File: src/rtl/load_pkg.sv
// Shared opcodes, FSM state encoding and opcode helpers for the load align unit.
package load_pkg;

  localparam logic [5:0] OP_LB  = 6'b100000;
  localparam logic [5:0] OP_LH  = 6'b100001;
  localparam logic [5:0] OP_LW  = 6'b100011;
  localparam logic [5:0] OP_LBU = 6'b100100;
  localparam logic [5:0] OP_LHU = 6'b100101;

  typedef enum logic [1:0] {
    ST_IDLE  = 2'd0,
    ST_ISSUE = 2'd1,
    ST_WAIT  = 2'd2,
    ST_RESP  = 2'd3
  } state_t;

  function automatic logic is_load(input logic [5:0] op);
    return (op == OP_LB) || (op == OP_LH) || (op == OP_LW) ||
           (op == OP_LBU) || (op == OP_LHU);
  endfunction

  // Halfwords need an even address, words a 4-byte aligned one.
  function automatic logic is_misaligned(input logic [5:0] op, input logic [1:0] offset);
    return (((op == OP_LH) || (op == OP_LHU)) && offset[0]) ||
           ((op == OP_LW) && (offset != 2'b00));
  endfunction

endpackage

File: src/rtl/load_extend.sv
// Combinational lane select and sign/zero extension of a loaded memory word.
module load_extend
  import load_pkg::*;
(
  input  logic [5:0]  op,
  input  logic [1:0]  offset,
  input  logic [31:0] word,
  output logic [31:0] result
);

  logic [7:0]  w_byte;
  logic [15:0] w_half;

  always_comb begin
    w_byte = word[7:0];
    case (offset)
      2'b00:   w_byte = word[7:0];
      2'b01:   w_byte = word[15:8];
      2'b10:   w_byte = word[23:16];
      default: w_byte = word[31:24];
    endcase
    w_half = offset[1] ? word[31:16] : word[15:0];
  end

  always_comb begin
    result = '0;
    case (op)
      OP_LB:   result = {{24{w_byte[7]}}, w_byte};
      OP_LBU:  result = {24'b0, w_byte};
      OP_LH:   result = {{16{w_half[15]}}, w_half};
      OP_LHU:  result = {16'b0, w_half};
      OP_LW:   result = word;
      default: result = '0;
    endcase
  end

endmodule

File: src/rtl/load_align_unit.sv
// Single-outstanding load unit: word read, timeout abort, lane extract, writeback handshake.
// Optional build macro MISALIGN_TRAP_EN turns misaligned LH/LHU/LW into an immediate error response.
module load_align_unit
  import load_pkg::*;
#(
  parameter int TIMEOUT = 255,
  parameter int CNT_W   = 8
) (
  input  logic        clk,
  input  logic        rst_n,
  input  logic        req_valid,
  output logic        req_ready,
  input  logic [5:0]  req_op,
  input  logic [31:0] req_addr,
  input  logic [4:0]  req_rd,
  output logic        mem_rd_en,
  output logic [31:0] mem_addr,
  input  logic        mem_rvalid,
  input  logic [31:0] mem_rdata,
  output logic        resp_valid,
  input  logic        resp_ready,
  output logic [31:0] resp_data,
  output logic [4:0]  resp_rd,
  output logic        resp_err
);

  state_t r_state;
  state_t w_stateNext;

  logic [5:0]       r_op;
  logic [31:0]      r_addr;
  logic [4:0]       r_rd;
  logic [CNT_W-1:0] r_cnt;
  logic [31:0]      r_respData;
  logic             r_respErr;

  logic             w_accept;
  logic             w_trap;
  logic             w_timeout;
  logic [CNT_W-1:0] w_cntNext;
  logic [31:0]      w_ext;

  assign w_accept = req_valid && (r_state == ST_IDLE) && is_load(req_op);

`ifdef MISALIGN_TRAP_EN
  assign w_trap = is_misaligned(req_op, req_addr[1:0]);
`else
  assign w_trap = 1'b0;
`endif

  // The counter holds the number of completed WAIT cycles; the abort fires on the TIMEOUT-th.
  assign w_cntNext = r_cnt + 1'b1;
  assign w_timeout = (w_cntNext == CNT_W'(TIMEOUT));

  load_extend u_extend (
    .op     (r_op),
    .offset (r_addr[1:0]),
    .word   (mem_rdata),
    .result (w_ext)
  );

  always_ff @(posedge clk or negedge rst_n) begin
    if (!rst_n) begin
      r_state <= ST_IDLE;
    end else begin
      r_state <= w_stateNext;
    end
  end

  always_comb begin
    w_stateNext = r_state;
    case (r_state)
      ST_IDLE:  if (w_accept) w_stateNext = w_trap ? ST_RESP : ST_ISSUE;
      ST_ISSUE: w_stateNext = ST_WAIT;
      ST_WAIT:  if (mem_rvalid || w_timeout) w_stateNext = ST_RESP;
      ST_RESP:  if (resp_ready) w_stateNext = ST_IDLE;
      default:  w_stateNext = ST_IDLE;
    endcase
  end

  always_comb begin
    req_ready  = (r_state == ST_IDLE);
    mem_rd_en  = (r_state == ST_ISSUE);
    resp_valid = (r_state == ST_RESP);
  end

  // Response data wins over a coincident timeout because it is tested first.
  always_ff @(posedge clk or negedge rst_n) begin
    if (!rst_n) begin
      r_op       <= '0;
      r_addr     <= '0;
      r_rd       <= '0;
      r_cnt      <= '0;
      r_respData <= '0;
      r_respErr  <= 1'b0;
    end else begin
      if (w_accept) begin
        r_op   <= req_op;
        r_addr <= req_addr;
        r_rd   <= req_rd;
      end
      case (r_state)
        ST_IDLE: begin
          r_cnt <= '0;
          if (w_accept && w_trap) begin
            r_respData <= '0;
            r_respErr  <= 1'b1;
          end
        end
        ST_WAIT: begin
          if (mem_rvalid) begin
            r_respData <= w_ext;
            r_respErr  <= 1'b0;
          end else if (w_timeout) begin
            r_respData <= '0;
            r_respErr  <= 1'b1;
          end else begin
            r_cnt <= w_cntNext;
          end
        end
        ST_RESP: begin
          if (resp_ready) begin
            r_cnt     <= '0;
            r_respErr <= 1'b0;
          end
        end
        default: ;
      endcase
    end
  end

  assign mem_addr  = {r_addr[31:2], 2'b00};
  assign resp_data = r_respData;
  assign resp_rd   = r_rd;
  assign resp_err  = r_respErr;

endmodule

File: config.mk
export PLATFORM = sky130hd
export DESIGN_NAME = load_align_unit
export DESIGN_NICKNAME = d
export VERILOG_FILES = /design/src/rtl/load_pkg.sv /design/src/rtl/load_extend.sv /design/src/rtl/load_align_unit.sv
export SDC_FILE = /design/constraint.sdc
export NUM_CORES = 1
export LEC_CHECK = 0
export CAP_MARGIN = 20
export CORE_MARGIN = 2
export CORE_UTILIZATION = 45
export DETAILED_ROUTE_END_ITERATION = 10
export GPL_TIMING_DRIVEN = 0
export PLACE_DENSITY_LB_ADDON = 0.1
export SYNTH_ARGS = -nofsm -noshare
export SYNTH_HDL_FRONTEND = slang
export SYNTH_SLANG_ARGS = --single-unit
File: constraint.sdc
create_clock -name clk -period 2.97 [get_ports clk]
set_clock_uncertainty 0.2 [all_clocks]
set_input_delay 0.7425 -clock clk [delete_from_list [all_inputs] [get_ports clk]]
set_output_delay 0.7425 -clock clk [all_outputs]
set_load 0.03 [all_outputs]
Yosys cells after proc, flatten, opt, wreduce, memory -nomap -nowiden
Cells that the tools add are included.
{"block": "classes", "add_sub_neg": 1, "n_eq_ne": 22, "muxes": 17, "n_reduce_logical": 16}
{"cell": "$pmux W32 S5", "n": 1}
{"cell": "$mux W32", "n": 2}
{"cell": "$eq A6 B6 Y1 const B", "n": 10}
{"cell": "$pmux W8 S3", "n": 2}
{"cell": "$mux W8", "n": 3}
{"cell": "$mux W16", "n": 1}
{"cell": "$add A8 B1 Y8 const B", "n": 1}
{"cell": "$eq A8 B8 Y1 const B", "n": 1}
{"cell": "$pmux W2 S4", "n": 1}
{"cell": "$eq A2 B2 Y1 const B", "n": 3}
{"cell": "$mux W2", "n": 3}
{"cell": "$ne A2 B2 Y1 const B", "n": 3}
{"cell": "$reduce_and A3 Y1", "n": 2}
{"cell": "$logic_or A1 B1 Y1", "n": 5}
{"cell": "$eq A2 B1 Y1 const B", "n": 2}
{"cell": "$logic_not A2 Y1", "n": 2}
{"cell": "$ne A2 B1 Y1 const B", "n": 2}
{"cell": "$reduce_and A4 Y1", "n": 1}
{"cell": "$reduce_bool A2 Y1", "n": 2}
{"cell": "$mux W1", "n": 3}
{"cell": "$ne A3 B3 Y1 const B", "n": 1}
{"cell": "$reduce_bool A3 Y1", "n": 1}
{"cell": "$logic_and A1 B1 Y1", "n": 2}
{"cell": "$pmux W1 S2", "n": 1}
{"cell": "$reduce_and A2 Y1", "n": 1}
{"block": "word_totals", "reg_bits": 86, "input_bits": 80, "output_inout_bits": 73, "elab_cells": 63}

Longest topological paths before layout
Gate-level depths: netlist (run 1).
{"block": "logic_depth", "ltp_word": 8, "depth_mapped": 9, "ltp_nobuf": 7}

By module
From an unflattened synthesis (run 1), not the netlist that was laid out.
{"block": "hier_totals", "hier_cells": 382, "hier_area_um2": 4495.6}
{"module": "load_align_unit", "instances": 1, "cells_per_inst": 281, "area_per_inst_um2": 3726.1, "seq_area_each_um2": 2152.1}
{"module": "load_extend", "instances": 1, "cells_per_inst": 101, "area_per_inst_um2": 769.5, "seq_area_each_um2": 0.0}

Worst setup path after synthesis (run 1)
OpenSTA, ideal clock, no wires.
{"block": "synth_path", "path_type": "register to register", "start": "reg r_cnt[1]", "end": "reg r_state[1]", "setup_ns": 0.125, "t_arrival_ns": 2.269, "required_ns": 2.645, "slack_ns": 0.376, "path_stages_with_launch": 8, "path_buffers": 1, "synth_period_minus_slack_ns": 2.594, "cell_sequence": "dfrtp_1 ha_1 nand2_1 or3_1 a2111o_1 buf_6 a221oi_1 mux2_2"}
{"block": "synth_via", "elab_chain_cells": 5}
{"item": "from (decl)", "line": "load_align_unit.sv:33", "text": "logic [CNT_W-1:0] r_cnt;"}
{"item": "from (signal assigned)", "line": "load_align_unit.sv:118", "text": "r_cnt <= w_cntNext;"}
{"item": "$add A8 B1 Y8", "line": "load_align_unit.sv:52", "text": "assign w_cntNext = r_cnt + 1'b1;"}
{"item": "$eq A8 B8 Y1", "line": "load_align_unit.sv:53", "text": "assign w_timeout = (w_cntNext == CNT_W'(TIMEOUT));"}
{"item": "$logic_or A1 B1 Y1", "line": "load_align_unit.sv:75", "text": "ST_WAIT: if (mem_rvalid || w_timeout) w_stateNext = ST_RESP;"}
{"item": "$ne A2 B2 Y1 (no source line)"}
{"item": "$reduce_and A3 Y1 (no source line)"}
{"item": "to (signal assigned)", "line": "load_align_unit.sv:66", "text": "r_state <= w_stateNext;"}
{"item": "to (decl)", "line": "load_align_unit.sv:27", "text": "state_t r_state;"}
Every way passes these cells.
A chain may end at the register's enable or synchronous reset.

Final worst setup path (run 1)
{"block": "layout_path", "start": "reg r_cnt[1]", "end": "reg r_respData[18], in the netlist resp_data[18]"}
{"block": "layout_via", "elab_chain_cells": 4}
{"item": "$add A8 B1 Y8", "line": "load_align_unit.sv:52"}
{"item": "$eq A8 B8 Y1", "line": "load_align_unit.sv:53"}
{"item": "$reduce_bool A2 Y1 (no source line)"}
{"item": "$reduce_and A2 Y1 (no source line)"}
{"item": "to (signal assigned)", "line": "load_align_unit.sv:112", "text": "r_respData <= w_ext;"}
{"item": "to (decl)", "line": "load_align_unit.sv:34", "text": "logic [31:0] r_respData;"}
Every way passes these cells.

==> results of run 1 <==
-- metal layers --
layer / GRT usage / vias up / part of all wire
met2: 0.334 / 133 / 0.49
met4: 0.0769 / 0 / 0.019
met1: 0.282 / 1674 / 0.42
met3: 0.0534 / 20 / 0.071
li1: - / 1595 / -
met5: 0 / - / 0
-- cell type report --
type / count / share of cell area
Timing Repair Buffer: 151 / 0.247
Inverter: 8 / 0.00485
Clock inverter: 6 / 0.00748
Tap cell: 129 / 0.0261
Buffer: 53 / 0.0558
Clock buffer: 10 / 0.0222
Sequential cell: 86 / 0.348
Multi-Input combinational cell: 198 / 0.289
-- through the flow --
stage | setup WS [ps] | instances | area [µm²] | setup TNS, ps
floorplan | 376 | 345 | 4310 | 0
global placement | -2240 | 624 | 5970 | -195140
detailed placement | -345 | 625 | 6000 | -3740
CTS | 9.03 | 641 | 6180 | 0
global route | 14.9 | 641 | 6190 | 0
finish | 185 | 641 | 6190 | 0
-- worst paths after layout --
kind	startpoint	endpoint	slack, ps	depth (start not counted)
setup / recovery	r_cnt[1]$_DFFE_PN0P_	resp_data[18]$_DFFE_PN0P_	180	8
hold / removal	rst_n	resp_data[17]$_DFFE_PN0P_	130	1
setup reg to reg	r_cnt[1]$_DFFE_PN0P_	resp_data[18]$_DFFE_PN0P_	180	8
hold reg to reg	r_op[5]$_DFFE_PN0P_	r_op[5]$_DFFE_PN0P_	290	1
max in group asynchronous	rst_n	r_addr[13]$_DFFE_PN0P_	1810	2
min in group clk	r_op[5]$_DFFE_PN0P_	r_op[5]$_DFFE_PN0P_	290	1
-- registers in the layout, summed over array words and instances (netlist names) --
register,cells
resp_rd,5
r_cnt,8
r_state,2
resp_data,32
r_addr,32
r_op,6
resp_err,1
-- worst register-to-register path: stages (launching register included) --
cell      delay (ps)
dfrtp_1          470
ha_2             290
nand2_1          100
or3_1            310
a2111o_1         430
buf_6            150
a21bo_4          240
buf_6            150
a221o_1          350
-- timing repair --
item	4_1_cts	5_1_grt
hold buffers	0	0
gates resized for setup	0	2
endpoints found under the setup margin	0	15
-- where the power goes --
group	total [mW]	switching, mW	leakage [nW]	internal, mW
clock	0.766	0.434	0.0889	0.331
combinational	3.46	1.77	1.47	1.69
sequential	1.94	0.300	1.14	1.64
total	6.16	2.50	2.70	3.66
-- kinds of logic (layout without fill, tap and decap cells) --
group                      after synthesis  count (layout)  synth area share
adders and majority gates                6               6            0.0174
DFF                                     86              86             0.500
xor gates and xnor gates                 2               2           0.00407
AOI/OAI and AO/OA                       76              76             0.160
and+or+nand+nor                         60              60            0.0746
other                                    1               2          0.000870
muxes                                   52              52             0.156
buffers and inverters                   61             228            0.0871
-- cell usage in the layout (no fill, tap or decap), types with 5 or more instances in the layout --
| cell type | Yosys | routed |
|---|---|---|
| nand2_1 | 15 | 15 |
| a222oi_1 | 7 | 7 |
| mux2_2 | 42 | 42 |
| a22o_1 | 11 | 11 |
| o2bb2ai_1 | 8 | 8 |
| nand3_1 | 7 | 7 |
| nor2_1 | 9 | 9 |
| o21ai_0 | 8 | 8 |
| clkdlybuf4s50_1 | 0 | 149 |
| ha_1 | 6 | 5 |
| dfrtp_1 | 86 | 86 |
| clkbuf_8 | 0 | 10 |
| inv_1 | 8 | 8 |
| nor2b_1 | 5 | 5 |
| clkbuf_1 | 13 | 13 |
| mux4_2 | 8 | 8 |
| buf_4 | 32 | 33 |
| a221o_1 | 25 | 25 |
-- cell usage after synthesis (2+ instances only) --
master and number:
ha_1 6, buf_2 3, a222oi_1 7, nor3b_1 2
nor2b_1 5, clkbuf_1 13, a22o_1 11, a221o_1 25
nor3_1 4, o21a_1 2, and2_1 3, mux2_2 42
nand2b_1 2, xnor2_1 2, buf_1 2, nand2_1 15
buf_4 32, o2bb2ai_1 8, mux4_2 8, a21o_1 2
dfrtp_1 86, buf_6 3, o21ai_0 8, a21oi_1 2
nor4_1 2, and3_1 3, nor2_1 9, mux2i_1 2
inv_1 8, nand3_1 7
==> flow_metrics.tcl, run 1 <==
set metrics [dict create \
    cp_cell_sequence "ha_2 -> nand2_1 -> or3_1 -> a2111o_1 -> buf_6 -> a21bo_4 -> buf_6 -> a221o_1" \
    numCtsBuffers 9 \
    ys_ff_latch 86 \
    max-vdd-ir-drop_uv 515 \
    layout.nets 593 \
    core_area_um2 9280 \
    final_util 0.667 \
    dp.final_hpwl_um 8100 \
    multi_input_area_um2 1790 \
    via_per_inst 5.34 \
    ys_types 50 \
    antennaDiodeCount 0 \
    cts_tree "built" \
    ant_nets 0 \
    cp-end-kind "flip-flop" \
    root_buffer "clkbuf_8" \
    hp-class "in2async" \
    status "complete, no violations" \
    worst_ep_required_time_ps 3000 \
    grt_use_total 0.211 \
    fmaxAchievable_ghz 0.359 \
    worst_pin_slew_ps 696 \
    areaGrowthSynthToFinish_pct 43.7 \
    path_class "reg2reg" \
    crit_buf_inv 2 \
    antenna_found_initial 0 \
    wl_per_cell_um 17.1 \
    synth_area_leaders "dfrtp_1 50%, mux2_2 11%, a221o_1 5.8%, buf_4 5.6%, mux4_2 4.2%" \
    area.sequential_um2 2150 \
    async_reset_ff_frac 1.00 \
    crit_slowest_cell "dfrtp_1" \
    post-route-period-util 0.938 \
    numPortBuffers 150 \
    synth_top_area_frac 0.500 \
    die_area_um2 10400 \
    overflow 0 \
    period_minus_slack_ps 2790 \
    finalWirelength_um 10900 \
    floorplan.initialDensity 0.464 \
    cp_max_fo 10 \
    crit_path_frequent_cell "buf_6" \
    first_pass_iters 5 \
    yosysWarningCount 0 \
    p_leak_nw 2.70 \
    cellPowerDensity_nw_per_um2 995 \
    grt_pass1_wl_um 17000 \
    synthFlopType "dfrtp_1" \
    cts_max_path_buffers 2 \
    pin_count 153 \
    rsz0062_at_grt "false" \
    cp_top_family "compound AO/OA/AOI/OAI gates" \
    synth_seq_area_share 0.500 \
    path_clk_slew_ps 90 \
    gp_congestion 0.829 \
    drv_cap 0 \
    synth_edf_count 0 \
    drt-initial-drc-count 147 \
    grt_pass1_vias 3383 \
    h-tree-depth 3 \
    vias 3422 \
    cp-start-kind "flip-flop" \
    finalSetupViolations 0 \
    finalHoldViolations 0 \
    drive_gt1_frac 0.223 \
    fillers 765 \
    synth_area_um2 4310 \
    cts_setup_buffers 0 \
    clk_latency_ps 350 \
    whs_ps 129 \
    syn_inst 344 \
    drv_slew 0 \
    critPathMaxStageDelay_ps 470 \
    drc 0 \
    power_mw 6.16 \
    synth.largest_area_cell "dfrtp_1" \
    die_x_um 102 \
    syn_avg_cell_area_um2 12.5 \
    die_h_um 102 \
    slew_headroom 0.536 \
    grt_max_degree 56 \
    worstPathArrival_ps 2820 \
    rows 35 \
    cts.sinks 86 \
]
Power figures use the tool's default switching activity.
==> run 2, diff against run 1 <==
--- a/config.mk
+++ b/config.mk
@@ -7,7 +7,7 @@
 export LEC_CHECK = 0
 export CAP_MARGIN = 20
 export CORE_MARGIN = 2
-export CORE_UTILIZATION = 45
+export CORE_UTILIZATION = 41
 export DETAILED_ROUTE_END_ITERATION = 10
 export GPL_TIMING_DRIVEN = 0
 export PLACE_DENSITY_LB_ADDON = 0.1
==> constraint.sdc (replaced) <==
create_clock -name clk -period 2.3 [get_ports clk]
set_clock_uncertainty 0.2 [all_clocks]
set_input_delay 0.575 -clock clk [delete_from_list [all_inputs] [get_ports clk]]
set_output_delay 0.575 -clock clk [all_outputs]
set_load 0.03 [all_outputs]
==> run 2 against run 1 <==
Against the previous run: the run now ends with setup timing left; wire length increased by 4.9%; count of clock-buffer cells in the layout increased by 3; sequential cell count unchanged; clock power increased by 53%; design area increased by 5.4%; die area increased by 9.4%; total power increased by 35%; non-clock buffer count increased by 14; critical endpoint is now resp_data[16]$_DFFE_PN0P_; largest cell class unchanged.
==> flow_metrics.tcl, run 2 (synthesized netlist as in run 1, its figures left out) <==
set metrics [dict create \
    status "finished, violations left" \
    violations "setup timing" \
    finalWirelength_um 11500 \
    worst_pin_slew_ps 602 \
    crit_slowest_cell "a2111o_1" \
    die_h_um 107 \
    finalHoldViolations 0 \
    antenna_found_initial 0 \
    grt_pass1_vias 3589 \
    r2r_slack_ps -240 \
    antennaDiodeCount 0 \
    numCtsBuffers 9 \
    cts.sinks 86 \
    r2r-end "resp_data[16]$_DFFE_PN0P_" \
    cts_tree "built" \
    rows 37 \
    drv_slew 0 \
    rsz0062_at_grt "true" \
    drive_gt1_frac 0.285 \
    p_int_mw 5.05 \
    cp-start-kind "flip-flop" \
    grt_pass1_wl_um 18300 \
    clk_latency_ps 350 \
    gp_congestion 0.834 \
    core_area_um2 10300 \
    ant_nets 0 \
    ff2ff_path_depth 8 \
    grt_use_total 0.205 \
    die_x_um 107 \
    swShare 0.391 \
    h-tree-depth 3 \
    finalSetupViolations 38 \
    slew_headroom 0.597 \
    overflow 0 \
    vias 3517 \
    floorplan.initialDensity 0.419 \
    p_comb_frac 0.553 \
    first_pass_iters 5 \
    tns_ps -6610 \
    cts_max_path_buffers 2 \
    path_clk_slew_ps 90 \
    drv_cap 0 \
    seq_power_share 0.306 \
    final_common_cell "clkdlybuf4s50_1" \
    path_class "reg2reg" \
    cellPowerDensity_nw_per_um2 1270 \
    dp.final_hpwl_um 8220 \
    startpoint "r_cnt[1]$_DFFE_PN0P_" \
    max-vdd-ir-drop_uv 658 \
    cp_cell_sequence "ha_4 -> nand2_4 -> or3_1 -> a2111o_1 -> buf_6 -> a21bo_4 -> buf_8 -> a221o_1" \
    layout.nets 607 \
    grt_max_degree 45 \
    worstPathArrival_ps 2570 \
    wl_per_cell_um 17.3 \
    cp_max_fo 10 \
    areaGrowthSynthToFinish_pct 51.5 \
    whs_ps 12.5 \
    critPathMaxStageDelay_ps 420 \
    setup_slack_ps -241 \
    post-route-period-util 1.10 \
    final_cell_mix "136 x clkdlybuf4s50_1, 83 x dfrtp_1, 43 x buf_4" \
    numPortBuffers 150 \
    power_frac_clock 0.141 \
    p_switching_mw 3.25 \
    period_minus_slack_ps 2540 \
    cp-end-kind "flip-flop" \
    p_leak_nw 3.02 \
    via_per_inst 5.31 \
    drt-initial-drc-count 172 \
    drc 0 \
    reg2reg_from "r_cnt[1]$_DFFE_PN0P_" \
    worst_ep_required_time_ps 2330 \
    hp-class "in2async" \
    die_area_um2 11300 \
    root_buffer "clkbuf_8" \
    fmaxAchievable_ghz 0.394 \
    pin_count 153 \
]
==> run 2: metal layers <==
metal | part of all wire | global-route usage
met4 | 0.014 | 0.0622
met1 | 0.41 | 0.267
met2 | 0.50 | 0.329
met3 | 0.078 | 0.0644
met5 | 0 | 0
==> run 2: final cells by class <==
type,instances,area [µm²]
fill,878,3750
sequential,86,2160
multi-input combinational,198,1880
timing repair buffer,168,1720
buffer,50,350
tap,136,170
clock buffer,13,149
clock inverter,3,67.6
inverter,8,30.0
==> run 2: power groups by stage <==
stage | Combinational (mW) | Sequential, mW | Clock [mW]
CTS | 4.62 | 2.54 | 1.22
detailed placement | 4.50 | 2.53 | 0
global placement | 4.42 | 2.52 | 0
finish | 4.59 | 2.54 | 1.17
global route | 4.85 | 2.62 | 1.28
floorplan | 2.24 | 3.07 | 0
==> run 2: worst max path at each step <==
stage | endpoint | slack [ps] | cells past startpoint
global placement | r_cnt[1]$_DFFE_PN0P_ | -3140 | 1
CTS | resp_data[16]$_DFFE_PN0P_ | -220 | 8
finish | resp_data[16]$_DFFE_PN0P_ | -240 | 8
detailed placement | resp_data[17]$_DFFE_PN0P_ | -930 | 5
global route | resp_data[26]$_DFFE_PN0P_ | -310 | 8
floorplan | resp_data[17]$_DFFE_PN0P_ | -140 | 8
==> run 2: through the flow <==
stage / power (mW) / instances / setup WS [ps] / util / instance area (µm²)
3_3_place_gp: 6.94 / 631 / -3140 / 0.584 / 6010
2_1_floorplan: 5.31 / 345 / -138 / - / 4330
4_1_cts: 8.38 / 660 / -223 / 0.627 / 6440
5_1_grt: 8.76 / 662 / -310 / 0.635 / 6530
6_report: 8.30 / 662 / -241 / 0.635 / 6530
3_5_place_dp: 7.02 / 632 / -926 / 0.587 / 6030
==> run 2: what timing repair did <==
action | 4_1_cts | 5_1_grt
setup endpoints to repair | 76 | 79
gates cloned | 1 | 0
hold buffers | 0 | 0
setup buffers | 12 | 4
gates resized for setup | 23 | 30
pin swaps | 11 | 7
==> run 2: critical path: cells and delay by family, from the launching register on <==
family	cells	cell delay [ps]
AO/OA/AOI/OAI	3	1000
adder cells (fa/ha/maj)	1	180
AND/OR/NAND/NOR	2	350
flip-flops	1	410
buffers and inverters	2	280
